[config.mk]
export PLATFORM = sky130hd
export DESIGN_NAME = tick_scheduler
export DESIGN_NICKNAME = d
export VERILOG_FILES = /design/src/rtl/tick_scheduler.sv
export SDC_FILE = /design/constraint.sdc
export NUM_CORES = 1
export LEC_CHECK = 0
export CAP_MARGIN = 0
export CELL_PAD_IN_SITES_DETAIL_PLACEMENT = 0
export CELL_PAD_IN_SITES_GLOBAL_PLACEMENT = 1
export CORE_MARGIN = 5
export CORE_UTILIZATION = 51
export CTS_BUF_LIST = sky130_fd_sc_hd__clkbuf_4 sky130_fd_sc_hd__clkbuf_8
export DETAILED_ROUTE_END_ITERATION = 10
export HOLD_SLACK_MARGIN = 0.15
export PLACE_DENSITY = 0.95
export REMOVE_ABC_BUFFERS = 1
export SYNTH_ARGS = -nofsm -noshare
export SYNTH_HDL_FRONTEND = slang
export SYNTH_SLANG_ARGS = --single-unit
[constraint.sdc]
create_clock -name InputCLK -period 3.56 [get_ports InputCLK]
set_input_delay 0.356 -clock InputCLK [delete_from_list [all_inputs] [get_ports InputCLK]]
set_output_delay 0.356 -clock InputCLK [all_outputs]
set_load 0.005 [all_outputs]
[src/rtl/tick_scheduler.sv]
// Multi-channel tick-enable generator: per-channel period counters loaded via a valid/ready config port.
// Optional TICK_SHADOW_UPDATE_EN: retuning a running periodic channel takes effect at its next terminal count.
module tick_scheduler #(
  parameter int Channels    = 4,
  parameter int ChannelBits = 2,
  parameter int BitsNumber  = 20
) (
  input  logic                   InputCLK,
  input  logic                   ResetN,
  input  logic                   CfgValid,
  output logic                   CfgReady,
  input  logic [ChannelBits-1:0] CfgChannel,
  input  logic [BitsNumber-1:0]  CfgPeriod,
  input  logic                   CfgEnable,
  input  logic                   CfgOneShot,
  output logic                   CfgError,
  output logic [Channels-1:0]    Tick,
  output logic [Channels-1:0]    Active
);

  typedef enum logic {IDLE = 1'b0, APPLY = 1'b1} state_e;

  state_e                 state_q;
  logic                   ready_q, err_q, en_q, os_q;
  logic [ChannelBits-1:0] ch_q;
  logic [BitsNumber-1:0]  per_req_q;
  logic                   ch_ok, req_ok;

  logic [BitsNumber-1:0]  cnt_q [Channels];
  logic [BitsNumber-1:0]  per_q [Channels];
  logic [Channels-1:0]    oneshot_q, active_q, tick_q;
  logic [Channels-1:0]    hit, term, shd;
`ifdef TICK_SHADOW_UPDATE_EN
  logic [BitsNumber-1:0]  shadow_q [Channels];
  logic [Channels-1:0]    pend_q;
`endif

  assign ch_ok    = int'(ch_q) < Channels;
  assign req_ok   = en_q && (per_req_q != '0);
  assign CfgReady = ready_q;
  assign CfgError = err_q;
  assign Tick     = tick_q;
  assign Active   = active_q;

  always_ff @(posedge InputCLK or negedge ResetN) begin
    if (!ResetN) begin
      state_q   <= IDLE;
      ready_q   <= 1'b1;
      err_q     <= 1'b0;
      ch_q      <= '0;
      per_req_q <= '0;
      en_q      <= 1'b0;
      os_q      <= 1'b0;
    end else begin
      err_q <= 1'b0;
      case (state_q)
        IDLE: begin
          if (CfgValid) begin
            ch_q      <= CfgChannel;
            per_req_q <= CfgPeriod;
            en_q      <= CfgEnable;
            os_q      <= CfgOneShot;
            state_q   <= APPLY;
            ready_q   <= 1'b0;
          end
        end
        APPLY: begin
          state_q <= IDLE;
          ready_q <= 1'b1;
          err_q   <= !ch_ok || (en_q && (per_req_q == '0));
        end
        default: begin
          state_q <= IDLE;
          ready_q <= 1'b1;
        end
      endcase
    end
  end

  // shd marks a retune of a running periodic channel that must not restart its counter
  always_comb begin
    hit  = '0;
    term = '0;
    shd  = '0;
    for (int i = 0; i < Channels; i++) begin
      hit[i]  = (state_q == APPLY) && ch_ok && (ch_q == ChannelBits'(i));
      term[i] = active_q[i] && (cnt_q[i] == per_q[i] - BitsNumber'(1));
`ifdef TICK_SHADOW_UPDATE_EN
      shd[i]  = hit[i] && req_ok && !os_q && active_q[i] && !oneshot_q[i];
`endif
    end
  end

  always_ff @(posedge InputCLK or negedge ResetN) begin
    if (!ResetN) begin
      cnt_q     <= '{default: '0};
      per_q     <= '{default: '0};
      oneshot_q <= '0;
      active_q  <= '0;
      tick_q    <= '0;
`ifdef TICK_SHADOW_UPDATE_EN
      shadow_q  <= '{default: '0};
      pend_q    <= '0;
`endif
    end else begin
      for (int i = 0; i < Channels; i++) begin
        if (hit[i] && !shd[i]) begin
          // a direct apply overrides any terminal count on the same edge
          tick_q[i]   <= 1'b0;
          cnt_q[i]    <= '0;
          active_q[i] <= req_ok;
          if (req_ok) begin
            per_q[i]     <= per_req_q;
            oneshot_q[i] <= os_q;
          end
`ifdef TICK_SHADOW_UPDATE_EN
          pend_q[i] <= 1'b0;
`endif
        end else if (active_q[i]) begin
          if (term[i]) begin
            cnt_q[i]  <= '0;
            tick_q[i] <= 1'b1;
            if (oneshot_q[i]) active_q[i] <= 1'b0;
`ifdef TICK_SHADOW_UPDATE_EN
            if (shd[i])         per_q[i] <= per_req_q;
            else if (pend_q[i]) per_q[i] <= shadow_q[i];
            pend_q[i] <= 1'b0;
`endif
          end else begin
            cnt_q[i]  <= cnt_q[i] + BitsNumber'(1);
            tick_q[i] <= 1'b0;
`ifdef TICK_SHADOW_UPDATE_EN
            if (shd[i]) begin
              shadow_q[i] <= per_req_q;
              pend_q[i]   <= 1'b1;
            end
`endif
          end
        end else begin
          tick_q[i] <= 1'b0;
        end
      end
    end
  end

endmodule
==> impl_metrics.yaml, run 1 <==
critical_path:
  endpoint_kind: "flip-flop"
  critPathMaxFanout: 25
  worstPathArrival_ns: 3.64
  required_ns: 3.95
  crit_type: "flip-flop to flip-flop"
  reg2reg_from: "per_q[40]$_DFFE_PN0P_"
  r2r_setup_slack_ns: 0.31
  worst_setup_path_start_kind: "flip-flop"
  crit_start: "per_q[40]$_DFFE_PN0P_"
die:
  die_height_um: 162
  dieArea_um2: 26400
  initial_core_util: 0.520
  coreArea_um2: 22800
  rows: 55
  die_width_um: 162
  ioPinCount: 37
drt:
  ant_nets: 0
  drtIter0Drc: 645
  via_count: 9303
  route.detailed.drc: 0
  first_pass_iters: 7
  via_per_inst: 5.99
  wl_per_cell_um: 17.7
  finalWirelength_um: 27400
power:
  p_int_mw: 4.95
  power_switching_mw: 3.59
  max-vdd-ir-drop_v: 0.000390
  power.combinational.fraction: 0.368
  sw_frac_of_total: 0.420
  finalPower_mw: 8.54
  p_leak_nw: 5.26
  power.density_nw_per_um2: 663
  clockPowerShare: 0.167
  seqPwrFrac: 0.466
run:
  maxCapViolCount: 0
sta:
  max_freq_mhz: 308
  whs_ns: 0.444
  finalHoldViolations: 0
  period_needed_ns: 3.25
  maxSlewHeadroom: 0.468
  fin_skew_ns: 0.0170
  tightest_slew_ns: 0.791
  finalWorstSetupSlack_ns: 0.311
  finalSetupTns_ns: 0
  setup_viol: 0
  period_share: 0.913
  finalMaxSlewViolations: 0
  grt_setup_unrepaired: "no"
clock_tree:
  postCtsSetupBuffers: 0
  cts_sinks: 199
  cts_buffer_depth: 2
  clk_pin_slew_ns: 0.11
  cts_tree: "built"
  clock_latency_ns: 0.49
  root_buffer: "clkbuf_8"
  cts.htree.levels: 4
  numCtsBuffers: 17
synth:
  synth_area_per_cell_um2: 9.76
  ys_seq_area_frac: 0.421
  ys_ff_latch: 199
  synth_edf_count: 0
  synthDistinctLibCells: 85
  ys_warn_count: 0
  netlist_area_um2: 11800
  synth_flop_cell: "dfrtp_1"
  synthArstFlopShare: 1.00
  synthCells: 1213
cells_and_area:
  layout_common_cells: "dfrtp_1, nor2_1, mux2_2, nand2_1, xnor2_1"
  diodes: 0
  nFillCells: 1999
  final_common_cell: "dfrtp_1"
  multi_input_area_um2: 6470
  regArea_um2: 4980
  final_nets: 1263
  design_area_um2: 12900
  drive_gt1_frac: 0.157
  syn2layout_area_growth_pct: 8.80
global_route:
  grt_max_degree: 80
  grt_first_pass_wirelength_um: 45100
  first_global_vias: 8650
  overflow: 0
  track_usage: 0.211
  antenna_found_initial: 0
placement:
  io_buffers: 36
  placed_area_um2: 12500
  pre_cts_slack_ns: 0.293
  gp_congestion: 0.884
  place_hpwl_um: 19800
run_status:
  status: "finished clean"
min_path:
  hold_class: "input pin to asynchronous set/reset pin"
[cell usage after synthesis, types with 10 or more instances]
| library cell | n | area, um^2 |
|---|---|---|
| or4_1 | 14 | 105 |
| nor3_1 | 20 | 100 |
| mux2_2 | 104 | 1170 |
| clkbuf_1 | 43 | 161 |
| dfrtp_1 | 198 | 4950 |
| nand3b_1 | 10 | 75.1 |
| and3_1 | 33 | 206 |
| xor2_1 | 56 | 490 |
| nand4_1 | 30 | 188 |
| nand2_1 | 89 | 334 |
| xnor2_1 | 62 | 543 |
| a21oi_1 | 44 | 220 |
| nand4b_1 | 13 | 114 |
| or2_2 | 11 | 68.8 |
| nor2_1 | 106 | 398 |
| mux2i_1 | 14 | 140 |
| o21ai_0 | 30 | 150 |
| nand2b_1 | 22 | 138 |
| inv_1 | 34 | 128 |
| nor4_1 | 19 | 119 |
| nand3_1 | 59 | 295 |
| a31oi_1 | 19 | 119 |
[worst paths after layout]
check	to	cells after the start
worst max-delay path	cnt_q[47]$_DFFE_PN0P_	10
worst min-delay path	cnt_q[53]$_DFFE_PN0P_	2
worst max register to register	cnt_q[47]$_DFFE_PN0P_	10
worst min register to register	oneshot_q[2]$_DFFE_PN0P_	2
max in group asynchronous	per_q[0]$_DFFE_PN0P_	3
min in group InputCLK	per_req_q[19]$_DFFE_PN0P_	2
[power groups by stage]
stage	clock network, mW	logic [mW]	registers (mW)
CTS	1.46	3.13	3.95
floorplan	0	2.45	3.65
finish	1.42	3.14	3.98
global route	1.56	3.49	4.09
detailed placement	0	3.10	4.00
global placement	0	3.03	3.96
[critical path, cell delays in order (launching register included)]
cell and delay, ns:
dfrtp_1 0.44, inv_1 0.07, ha_1 0.21, or4b_1 0.52, or4_1 0.53, o311ai_0 0.11, nor2_1 0.09, nor4b_2 0.51
a21oi_4 0.28, a21o_1 0.22, a22o_1 0.17
[cell families after synthesis]
kind of cell               synth area share
buffers and inverters                0.0329
DFF                                   0.421
AOI/OAI and AO/OA                     0.105
muxes                                 0.111
and+or+nand+nor                       0.235
adders and majority gates           0.00846
xor gates and xnor gates             0.0873
[cell type report]
class | instances | share of cell area
Clock buffer | 18 | 0.0188
Inverter | 34 | 0.00991
Tap cell | 313 | 0.0304
Timing Repair Buffer | 55 | 0.0405
Multi-Input combinational cell | 921 | 0.503
Sequential cell | 199 | 0.387
Clock inverter | 13 | 0.0108
[what timing repair did]
action | CTS | global route
endpoints found under the hold margin | 75 | 0
resized for setup | 0 | 1
hold buffers | 1 | 0
setup endpoints to repair | 0 | 1
[stage by stage]
| step | instances | util |
|---|---|---|
| after CTS | 1553 | 0.565 |
| after global routing | 1553 | 0.565 |
| after floorplan | 1154 | - |
| after detailed placement | 1521 | 0.548 |
| after global placement | 1521 | 0.548 |
| final | 1553 | 0.565 |
[flip-flops by register name, indices dropped and copies added, names as in the netlist]
name / cells
CfgReady: 1
os_q: 1
per_q: 80
CfgError: 1
state_q: 1
en_q: 1
ch_q: 2
Active: 4
cnt_q: 80
oneshot_q: 4
per_req_q: 20
Tick: 4
[per-layer routing]
layer  vias to the layer above  wire length (um)  track usage
met5                         -                 0            0
li1                       4435                 -            -
met2                       228             13000        0.337
met1                      4601             12500        0.294
met4                         0               462       0.0538
met3                        39              1510       0.0445
Note: power is estimated with default switching activity, not from simulation.
==> run 2, diff against run 1 <==
- CORE_UTILIZATION: 51 -> 53
- DONT_BUFFER_PORTS: unset -> 1
- clock period: 3.56 -> 3.4 ns (I/O delays scaled with it)
==> impl_metrics.yaml, run 2 (synthesized netlist as in run 1, its figures left out) <==
die:
  rows: 54
  dieArea_um2: 25400
  die_height_um: 159
  coreArea_um2: 21900
  ioPinCount: 37
  initial_core_util: 0.541
  die_width_um: 159
power:
  seqPwrFrac: 0.456
  p_leak_nw: 5.25
  power.density_nw_per_um2: 710
  clockPowerShare: 0.170
  sw_frac_of_total: 0.416
  p_int_mw: 5.28
  power.combinational.fraction: 0.374
  finalPower_mw: 9.05
  power_switching_mw: 3.77
  max-vdd-ir-drop_v: 0.000413
global_route:
  antenna_found_initial: 0
  track_usage: 0.222
  first_global_vias: 8940
  grt_first_pass_wirelength_um: 46900
  overflow: 0
  grt_max_degree: 200
clock_tree:
  clock_latency_ns: 0.49
  cts_buffer_depth: 2
  cts.htree.levels: 4
  cts_sinks: 199
  numCtsBuffers: 17
  root_buffer: "clkbuf_8"
  cts_tree: "built"
  clk_pin_slew_ns: 0.10
  holdBufCountCts: 25
cells_and_area:
  final_cell_count_no_fill: 1513
  multi_input_area_um2: 6490
  regArea_um2: 4980
  syn2layout_area_growth_pct: 7.72
  final_common_cell: "dfrtp_1"
  nFillCells: 1873
  top_regs: "cnt_q: 80 flops, per_q: 80 flops, per_req_q: 20 flops"
  layout_common_cells: "dfrtp_1, nor2_1, mux2_2, nand2_1, xnor2_1"
  final_util: 0.582
  final_nets: 1255
  drive_gt1_frac: 0.162
sta:
  grt_setup_unrepaired: "no"
  setup_viol: 0
  period_needed_ns: 3.14
  finalHoldViolations: 199
  tightest_slew_ns: 0.776
  maxSlewHeadroom: 0.481
  finalSetupTns_ns: 0
  max_freq_mhz: 319
  finalMaxSlewViolations: 0
  period_share: 0.922
  whs_ns: -0.455
  fin_skew_ns: 0.0172
placement:
  place_hpwl_um: 19900
  gp_congestion: 0.922
  place_inst: 1454
  io_buffers: 0
critical_path:
  worstPathArrival_ns: 3.52
  rr_worst_depth: 8
  crit_type: "flip-flop to flip-flop"
  required_ns: 3.78
  reg2reg_from: "per_q[42]$_DFFE_PN0P_"
  critPathMaxFanout: 10
  crit_start: "per_q[42]$_DFFE_PN0P_"
  endpoint_kind: "flip-flop"
  worst_setup_path_start_kind: "flip-flop"
drt:
  via_count: 9397
  first_pass_iters: 5
  ant_nets: 0
  wl_per_cell_um: 19.0
  route.detailed.drc: 0
  drtIter0Drc: 695
  via_per_inst: 6.21
  finalWirelength_um: 28700
run_status:
  violations: "hold timing"
  status: "complete, but fails checks"
min_path:
  hold_class: "input pin to asynchronous set/reset pin"
run:
  maxCapViolCount: 0
-- run 2: cell types whose count changed in the layout (fill, tap and decap cells not counted), moves of 2 or more --
cell | before | now
buf_4 | 17 | 22
clkdlybuf4s50_1 | 35 | 0
clkinv_8 | 3 | 0
clkinvlp_4 | 2 | 0
dlygate4sd3_1 | 1 | 25
nor4b_2 | 2 | 0
nor4b_4 | 1 | 3
-- run 2: final timing paths --
check / to / slack [ns]
setup reg to reg: cnt_q[57]$_DFFE_PN0P_ / 0.26
hold reg to reg: oneshot_q[0]$_DFFE_PN0P_ / 0.49
max in group asynchronous: cnt_q[13]$_DFFE_PN0P_ / 3.51
min in group InputCLK: oneshot_q[0]$_DFFE_PN0P_ / 0.49
setup / recovery: cnt_q[57]$_DFFE_PN0P_ / 0.26
hold / removal: cnt_q[47]$_DFFE_PN0P_ / -0.46
-- run 2: per-stage QoR --
| step | hold WS (ns) | worst slack, ns | instance area [um^2] |
|---|---|---|---|
| global placement | 0.0553 | 0.291 | 12100 |
| detailed placement | 0.0566 | 0.152 | 12100 |
| floorplan | 0.0444 | 0.0171 | 11600 |
| finish | -0.455 | 0.265 | 12700 |
| CTS | -0.483 | 0.151 | 12700 |
| global route | -0.484 | 0.0318 | 12700 |
-- run 2: power by group through the flow --
| stage | Combinational (mW) | Clock (mW) | Sequential [mW] |
|---|---|---|---|
| after detailed placement | 3.27 | 0 | 4.14 |
| after CTS | 3.31 | 1.57 | 4.09 |
| after global routing | 3.74 | 1.68 | 4.23 |
| after global placement | 3.17 | 0 | 4.10 |
| after floorplan | 2.56 | 0 | 3.82 |
| final | 3.38 | 1.54 | 4.13 |
-- run 2: what timing repair did --
action / in CTS / in global routing
gates resized for setup: 0 / 3
setup buffers: 0 / 2
hold endpoints to repair: 224 / 199
endpoints found under the setup margin: 0 / 19
-- run 2: per-layer routing --
| layer | wire length (um) | vias up | GRT usage |
|---|---|---|---|
| li1 | - | 4428 | - |
| met1 | 12800 | 4662 | 0.301 |
| met2 | 13900 | 263 | 0.364 |
| met3 | 1550 | 44 | 0.0456 |
| met4 | 469 | 0 | 0.0636 |
| met5 | 0 | - | 0 |
-- run 2: cell type report --
type / count / area share
Antenna cell: 1 / 0.000196
Sequential cell: 199 / 0.391
Timing Repair Buffer: 47 / 0.0326
Clock inverter: 12 / 0.0102
Tap cell: 280 / 0.0275
Multi-Input combinational cell: 921 / 0.509
Inverter: 34 / 0.0100
Clock buffer: 19 / 0.0200
-- run 2: critical path, cell delays in order, from the launching register on --
cell      delay, ns
dfrtp_1        0.47
or4_4          0.55
or4_1          0.57
or3_1          0.42
o311ai_1       0.18
nor4b_4        0.14
nand2_1        0.13
nand3_2        0.23
o311ai_1       0.35
